### config.mk
export PLATFORM = sky130hd
export DESIGN_NAME = serial_add_sub_flat
export DESIGN_NICKNAME = d
export VERILOG_FILES = /design/src/rtl/serial_add_sub_if.sv /design/src/rtl/serial_add_sub.sv /design/src/flat_wrapper.sv
export SDC_FILE = /design/constraint.sdc
export NUM_CORES = 1
export LEC_CHECK = 0
export ABC_CLOCK_PERIOD_IN_PS = 1600
export CORE_MARGIN = 4
export CORE_UTILIZATION = 30
export CTS_CLUSTER_DIAMETER = 60
export CTS_CLUSTER_SIZE = 8
export DETAILED_ROUTE_END_ITERATION = 6
export GPL_ROUTABILITY_DRIVEN = 0
export GPL_TIMING_DRIVEN = 0
export PLACE_DENSITY = 0.55
export SLEW_MARGIN = 20
export SYNTH_ARGS = -nofsm -noshare
export SYNTH_HDL_FRONTEND = slang
export SYNTH_SLANG_ARGS = --single-unit
### constraint.sdc
create_clock -name clk -period 1.6 [get_ports clk]
set_input_delay 0.32 -clock clk [delete_from_list [all_inputs] [get_ports clk]]
set_output_delay 0.32 -clock clk [all_outputs]
set_load 0.02 [all_outputs]
### src/rtl/serial_add_sub_if.sv
// Handshake and operand/result bundle for the bit-serial adder/subtractor.
// The requester uses master; the arithmetic unit uses slave.
interface serial_add_sub_if #(
    parameter int WIDTH = 8
);
    logic             start;
    logic             mode;
    logic [WIDTH-1:0] a;
    logic [WIDTH-1:0] b;
    logic             busy;
    logic             done;
    logic [WIDTH-1:0] result;
    logic             carry_out;
    logic             overflow;

    modport master (
        output start, mode, a, b,
        input  busy, done, result, carry_out, overflow
    );

    modport slave (
        input  start, mode, a, b,
        output busy, done, result, carry_out, overflow
    );
endinterface

### src/rtl/serial_add_sub.sv
// Bit-serial N-bit adder/subtractor: one full-add/full-subtract slice walks
// the operands LSB first, so the cost is WIDTH+2 cycles per operation.
module serial_add_sub #(
    parameter int WIDTH = 8
) (
    input logic            clk,
    input logic            rst,
    serial_add_sub_if.slave bus
);
    localparam int CW = (WIDTH > 2) ? $clog2(WIDTH) : 1;

    typedef enum logic [1:0] {IDLE, RUN, DONE} state_t;

    state_t           state;
    logic [WIDTH-1:0] a_sr;
    logic [WIDTH-1:0] b_sr;
    logic [WIDTH-1:0] sum_sr;
    logic             mode_r;
    logic             cy;
    logic [CW-1:0]    cnt;

    logic ai;
    logic bi;
    logic x;
    logic s;
    logic cy_next;
    logic ovf_bit;
    logic last;

    // On the final bit the slice inputs are the operand MSBs and s is the result MSB.
    always_comb begin
        ai      = a_sr[0];
        bi      = b_sr[0];
        x       = ai ^ bi;
        s       = x ^ cy;
        cy_next = mode_r ? ((~ai & bi) | (cy & ~x)) : ((ai & bi) | (cy & x));
        ovf_bit = (mode_r ? x : ~x) & (s != ai);
        last    = (cnt == CW'(WIDTH - 1));
    end

    always_ff @(posedge clk) begin
        if (rst) begin
            state         <= IDLE;
            a_sr          <= '0;
            b_sr          <= '0;
            sum_sr        <= '0;
            mode_r        <= 1'b0;
            cy            <= 1'b0;
            cnt           <= '0;
            bus.busy      <= 1'b0;
            bus.done      <= 1'b0;
            bus.result    <= '0;
            bus.carry_out <= 1'b0;
            bus.overflow  <= 1'b0;
        end else begin
            case (state)
                IDLE: begin
                    bus.done <= 1'b0;
                    if (bus.start) begin
                        a_sr     <= bus.a;
                        b_sr     <= bus.b;
                        mode_r   <= bus.mode;
                        cy       <= 1'b0;
                        cnt      <= '0;
                        bus.busy <= 1'b1;
                        state    <= RUN;
                    end
                end
                RUN: begin
                    a_sr   <= a_sr >> 1;
                    b_sr   <= b_sr >> 1;
                    sum_sr <= {s, sum_sr[WIDTH-1:1]};
                    cy     <= cy_next;
                    cnt    <= cnt + CW'(1);
                    if (last) begin
                        bus.result    <= {s, sum_sr[WIDTH-1:1]};
                        bus.carry_out <= cy_next;
                        bus.overflow  <= ovf_bit;
                        bus.done      <= 1'b1;
                        state         <= DONE;
                    end
                end
                DONE: begin
                    bus.done <= 1'b0;
                    bus.busy <= 1'b0;
                    state    <= IDLE;
                end
                default: begin
                    bus.done <= 1'b0;
                    bus.busy <= 1'b0;
                    state    <= IDLE;
                end
            endcase
        end
    end
endmodule

### src/flat_wrapper.sv
// flat-port wrapper written by rule: the top's interface ports become plain ports
module serial_add_sub_flat 
#(
    parameter int WIDTH = 8
)
  (clk, rst, bus_start, bus_mode, bus_a, bus_b, bus_busy, bus_done, bus_result, bus_carry_out, bus_overflow);
  serial_add_sub_if #(.WIDTH(WIDTH)) bus_i ();
  input logic clk;
  input logic rst;
  input wire logic [$bits(bus_i.start)-1:0] bus_start;
  input wire logic [$bits(bus_i.mode)-1:0] bus_mode;
  input wire logic [$bits(bus_i.a)-1:0] bus_a;
  input wire logic [$bits(bus_i.b)-1:0] bus_b;
  output wire logic [$bits(bus_i.busy)-1:0] bus_busy;
  output wire logic [$bits(bus_i.done)-1:0] bus_done;
  output wire logic [$bits(bus_i.result)-1:0] bus_result;
  output wire logic [$bits(bus_i.carry_out)-1:0] bus_carry_out;
  output wire logic [$bits(bus_i.overflow)-1:0] bus_overflow;
  assign bus_i.start = bus_start;
  assign bus_i.mode = bus_mode;
  assign bus_i.a = bus_a;
  assign bus_i.b = bus_b;
  assign bus_busy = bus_i.busy;
  assign bus_done = bus_i.done;
  assign bus_result = bus_i.result;
  assign bus_carry_out = bus_i.carry_out;
  assign bus_overflow = bus_i.overflow;
  serial_add_sub #(.WIDTH(WIDTH)) u_core (.clk(clk), .rst(rst), .bus(bus_i));
endmodule
Word-level counts from Yosys, hierarchy flattened
Index checks and enable logic that the tools add are counted.
{ "op_classes": {"add_sub_neg": 1, "eq_ne": 5, "mux": 15, "n_bitwise": 12, "n_reduce_logical": 8} }
{ "ops": {"columns": ["op", "count"], "rows": [
  ["8-bit case mux with 2 select lines", 2],
  ["8-bit two-way mux", 2],
  ["2-bit AND reduction", 5],
  ["3-bit case mux with 2 select lines", 1],
  ["1-bit AND", 5],
  ["1-bit two-way mux", 4],
  ["2-bit two-way mux", 2],
  ["1-bit case mux with 2 select lines", 2],
  ["2-bit case mux with 2 select lines", 1],
  ["3-bit by 1-bit adder with 3-bit output, second input constant", 1],
  ["3-bit == test, second input constant", 1],
  ["3-bit two-way mux", 1],
  ["1-bit inverter", 3],
  ["2-bit by 1-bit == test with 1-bit output, second input constant", 1],
  ["2-bit zero test", 1],
  ["2-bit by 1-bit != test with 1-bit output, second input constant", 1],
  ["2-bit != test, second input constant", 1],
  ["1-bit bitwise OR", 2],
  ["2-bit nonzero test", 1],
  ["2-bit OR reduction", 1],
  ["1-bit bitwise XOR", 2],
  ["1-bit != test", 1]
]} }
{ "word_totals": {"reg_bits": 43, "input_bits": 20, "out_inout_bits": 12, "wordCells": 53} }

Longest topological paths before layout
Gate-level depths: netlist of run 1.
{ "logic_depth": {"depth_word": 6, "depth_mapped": 6, "depth_no_buf": 5} }

Least setup slack after synthesis of run 1
OpenSTA, ideal clock, no wires.
{ "synth_path": {"kind": "reg-to-reg", "startpoint": "register u_core.a_sr[0]", "endpoint": "register u_core.bus.overflow", "setup_ns": 0.070, "arrival_ns": 1.292, "required_time_ns": 1.530, "path_slack_ns": 0.238, "stages_incl_launch_ff": 6, "path_buffers": 0, "period_less_slack_ns": 1.362, "cell_sequence": "dfxtp_1 > inv_1 > fa_1 > xnor2_1 > nand3_1 > a21oi_1"} }
{ "synth_via": {"elab_chain_len": 4, "word_cells_on_any_way": 6, "classes_between": "eq/ne (1); mux (1); bitwise (4)"} }
{ "synth_lines": {"columns": ["item", "line", "source"], "rows": [
  ["start: declaration", "serial_add_sub.sv:15", "logic [WIDTH-1:0] a_sr;"],
  ["start signal: assignment", "serial_add_sub.sv:60", "a_sr <= bus.a;"],
  ["start signal: assignment", "serial_add_sub.sv:70", "a_sr <= a_sr >> 1;"],
  ["1-bit bitwise XOR", "serial_add_sub.sv:34", "x = ai ^ bi;"],
  ["1-bit bitwise XOR / 1-bit inverter (equally long branches)", "serial_add_sub.sv:35, serial_add_sub.sv:37", null],
  ["1-bit != test / 1-bit two-way mux (equally long branches)", "serial_add_sub.sv:37", "ovf_bit = (mode_r ? x : ~x) & (s != ai);"],
  ["1-bit AND *", "serial_add_sub.sv:37", null],
  ["end signal: assignment", "serial_add_sub.sv:78", "bus.overflow <= ovf_bit;"],
  ["end: declaration", "serial_add_sub_if.sv:23", "output busy, done, result, carry_out, overflow"]
]} }
Every way passes the cells marked *; elsewhere a longest branch is shown, timed or not.
A chain may end at the register's enable or synchronous reset.

Worst setup path after layout of run 1
{ "layout_path": {"startpoint": "register u_core.bus.result[2]", "endpoint": "output bus_result[2]"} }
{ "layout_rtl": {"columns": ["item", "line", "source"], "rows": [
  ["start: declaration", "serial_add_sub_if.sv:23", null],
  ["start signal: assignment", "serial_add_sub.sv:76", "bus.result <= {s, sum_sr[WIDTH-1:1]};"],
  ["end: declaration", "flat_wrapper.sv:16", "output wire logic [$bits(bus_i.result)-1:0] bus_result;"]
]} }
No word-level cell between the ends.

==> results of run 1 <==
[flip-flops by register name, indices dropped and copies added (netlist names)]
name,flops
u_core.bus.carry_out,1
u_core.b_sr,8
u_core.bus.done,1
u_core.sum_sr,7
u_core.bus.busy,1
u_core.cnt,3
u_core.bus.overflow,1
u_core.mode_r,1
u_core.a_sr,8
u_core.bus.result,8
u_core.cy,1
u_core.state,2
[power by group through the flow]
stage | Combinational (µW) | Clock [µW] | Sequential (µW)
6_report | 296 | 805 | 1130
5_1_grt | 330 | 884 | 1140
4_1_cts | 301 | 841 | 1130
3_3_place_gp | 297 | 0 | 1150
3_5_place_dp | 299 | 0 | 1150
2_1_floorplan | 208 | 0 | 1150
[cell usage in the layout (no fill, tap or decap), drive strengths merged, types with 3 or more instances in the layout]
| cell | n |
|---|---|
| clkdlybuf4s50 | 23 |
| buf | 9 |
| clkbuf | 9 |
| nor3 | 4 |
| dfxtp | 42 |
| a22oi | 4 |
| dlymetal6s2s | 7 |
| nand2 | 27 |
| a21oi | 15 |
| a211oi | 17 |
| nor2 | 25 |
| mux2i | 16 |
| inv | 3 |
| ha | 3 |
[layout make-up]
type                    count  area, µm²
plain buffers              13      85.08
well taps                  72      90.09
clock buffers               5      68.82
clock inverters             3      40.04
repair buffers             30      317.8
inverters                   3      11.26
fillers                   569       3339
flip-flops and latches     42      840.8
multi-input cells         126      848.3
[per-stage QoR]
step / total power (µW) / hold WS (ps) / instance area, µm² / setup WS (ps) / std cells
floorplan: 1356 / 432.1 / 1783 / 238.0 / 184
global placement: 1452 / 443.5 / 2173 / 30.59 / 286
detailed placement: 1454 / 444.5 / 2173 / 27.93 / 286
CTS: 2271 / 431.9 / 2282 / 9.775 / 294
global route: 2351 / 474.1 / 2302 / 9.521 / 294
finish: 2230 / 432.6 / 2302 / 59.67 / 294
[cell usage after synthesis, drive strengths merged (2+ instances only)]
library cell	n	area, µm²
mux2i	16	160.2
inv	3	11.26
a22oi	4	30.03
a21oi	15	75.07
fa	2	40.04
nor2	25	93.84
clkbuf	4	15.01
dfxtp	42	840.8
nand2	27	101.4
buf	9	70.06
nor3	4	20.02
nor2b	2	12.51
a211oi	17	177.7
ha	3	37.54
[kinds of logic (layout without fill, tap and decap cells)]
kind of cell    after synthesis  count (layout)  synth area share
compound gates               40              40            0.1789
xor+xnor                      2               2          0.009826
fa+ha+maj                     5               5           0.04351
buf+inv                      16              54           0.05403
flops                        42              42            0.4716
mux                          16              16           0.08982
simple gates                 63              63            0.1523
[routing by layer]
metal | global-route usage | part of all wire | up-vias
met5 | 0 | 0 | -
met4 | 0.05180 | 0.021 | 0
met3 | 0.02913 | 0.045 | 4
met2 | 0.1653 | 0.44 | 22
met1 | 0.1333 | 0.49 | 609
li1 | - | - | 703
[worst reg2reg max path, stage by stage (launching register included)]
cell,delay (ps)
dfxtp_1,420
inv_1,100
fa_1,550
xnor2_1,130
nand3_1,90
a21oi_1,140
[final timing paths]
path                                     startpoint                          endpoint  slack (ps)  depth (start not counted)
setup / recovery  u_core.bus.result[2]$_SDFFE_PP0P_                     bus_result[2]          60                          1
hold / removal                                  rst            u_core.cy$_SDFFE_PP0P_         430                          3
setup reg to reg        u_core.a_sr[0]$_SDFFE_PP0P_  u_core.bus.overflow$_SDFFE_PP0P_         120                          5
hold reg to reg    u_core.bus.overflow$_SDFFE_PP0P_  u_core.bus.overflow$_SDFFE_PP0P_         450                          2
==> out/results.ini, run 1 <==
[outcome]
status=finished clean

[setup_path]
required_ps=1280
crit_path_max_incr_delay_ps=600
worstPathCellList=clkdlybuf4s50_1
start_kind=register
critPathArrivalTime_ps=1220
cp_max_fo=2
endpoint_kind=primary output
critPathSlowestCell=clkdlybuf4s50_1
crit_buf_inv=1
path_delay_family=buffers and inverters
critical_path_class=reg2out

[floorplanning]
die_w_um=85.09
initial_core_util=0.3160
die_y_um=85.09
core_area_mm2=0.005642
die_area_mm2=0.007240
rows=27
pin_count=32

[clock_tree]
clockBufferDepth=2
cts_sinks=42
cts_made_buffers=5
ctsHoldBuffers=0
path_clk_slew_ps=80
htree_levels=2
clockRootBuffer=clkbuf_8
post_cts_buffers=0
cts_tree=built
cts_resized=0
clock_latency_ps=280

[pwr]
power_switching_uw=526.9
seqPwrFrac=0.506
switching_share=0.2363
vdd.ir_drop.worst_v=0.0003623
power.share.combinational=0.133
p_leak_uw=0.0009585
pwr-share-clk=0.361
p_int_uw=1703
p_per_area_mw_per_mm2=968.7

[global_routing]
grt_max_degree=14
antenna_found_initial=0
grt_pass1_wl_um=6058
grt_usage=0.1056
grt_remaining_overflow=0
grt_pass1_vias=1308

[timing]
slew_viol_final=0
tns_ps=0
hold_viol=0
fin_crit_ps=1540
worst_pin_slew_ps=562.3
clock_skew_ps=6.241
setup-violations-final=0
fmax_mhz=649.2
rsz0062_at_grt=false
fin_crit_sh=0.9627
slew_headroom=0.6251

[finish]
final_nets=246
utilization=0.4081
drive_above_1_share=0.1396
diodes=0
syn2layout_area_growth_pct=29.12

[synthesis]
synthFlopType=dfxtp_1
synthArstFlopShare=0
synth_cell_types=27
syn_inst=184
ys_ff_latch=42
avgSynthCellArea_um2=9.690
synth_nets=209
ys_warn_count=0
synth_area_mm2=0.001783
synth_edf_count=0
ys_seq_area_frac=0.4716

[routing]
via_per_inst=4.551
totalWireLength_um=3538
drtAntennaViolNets=0
wl_per_cell_um=12.03
drcViolationCount=0
vias=1338
drt_iter0_markers=37
dr.pass1.iters=4

[worst_hold_path]
hp-class=in2reg

[placement]
numPortBuffers=30
dp_hpwl_um=2563

[run]
maxCapViolCount=0

(Power assumes the default switching activity.)
==> run 2, diff against run 1 <==
--- a/config.mk
+++ b/config.mk
@@ -6,6 +6,7 @@
 export NUM_CORES = 1
 export LEC_CHECK = 0
 export ABC_CLOCK_PERIOD_IN_PS = 1600
+export CAP_MARGIN = 10
 export CORE_MARGIN = 4
 export CORE_UTILIZATION = 30
 export CTS_CLUSTER_DIAMETER = 60
==> results of run 2 <==
Same layout as run 1: the final DEF is identical, and so are final timing and power.
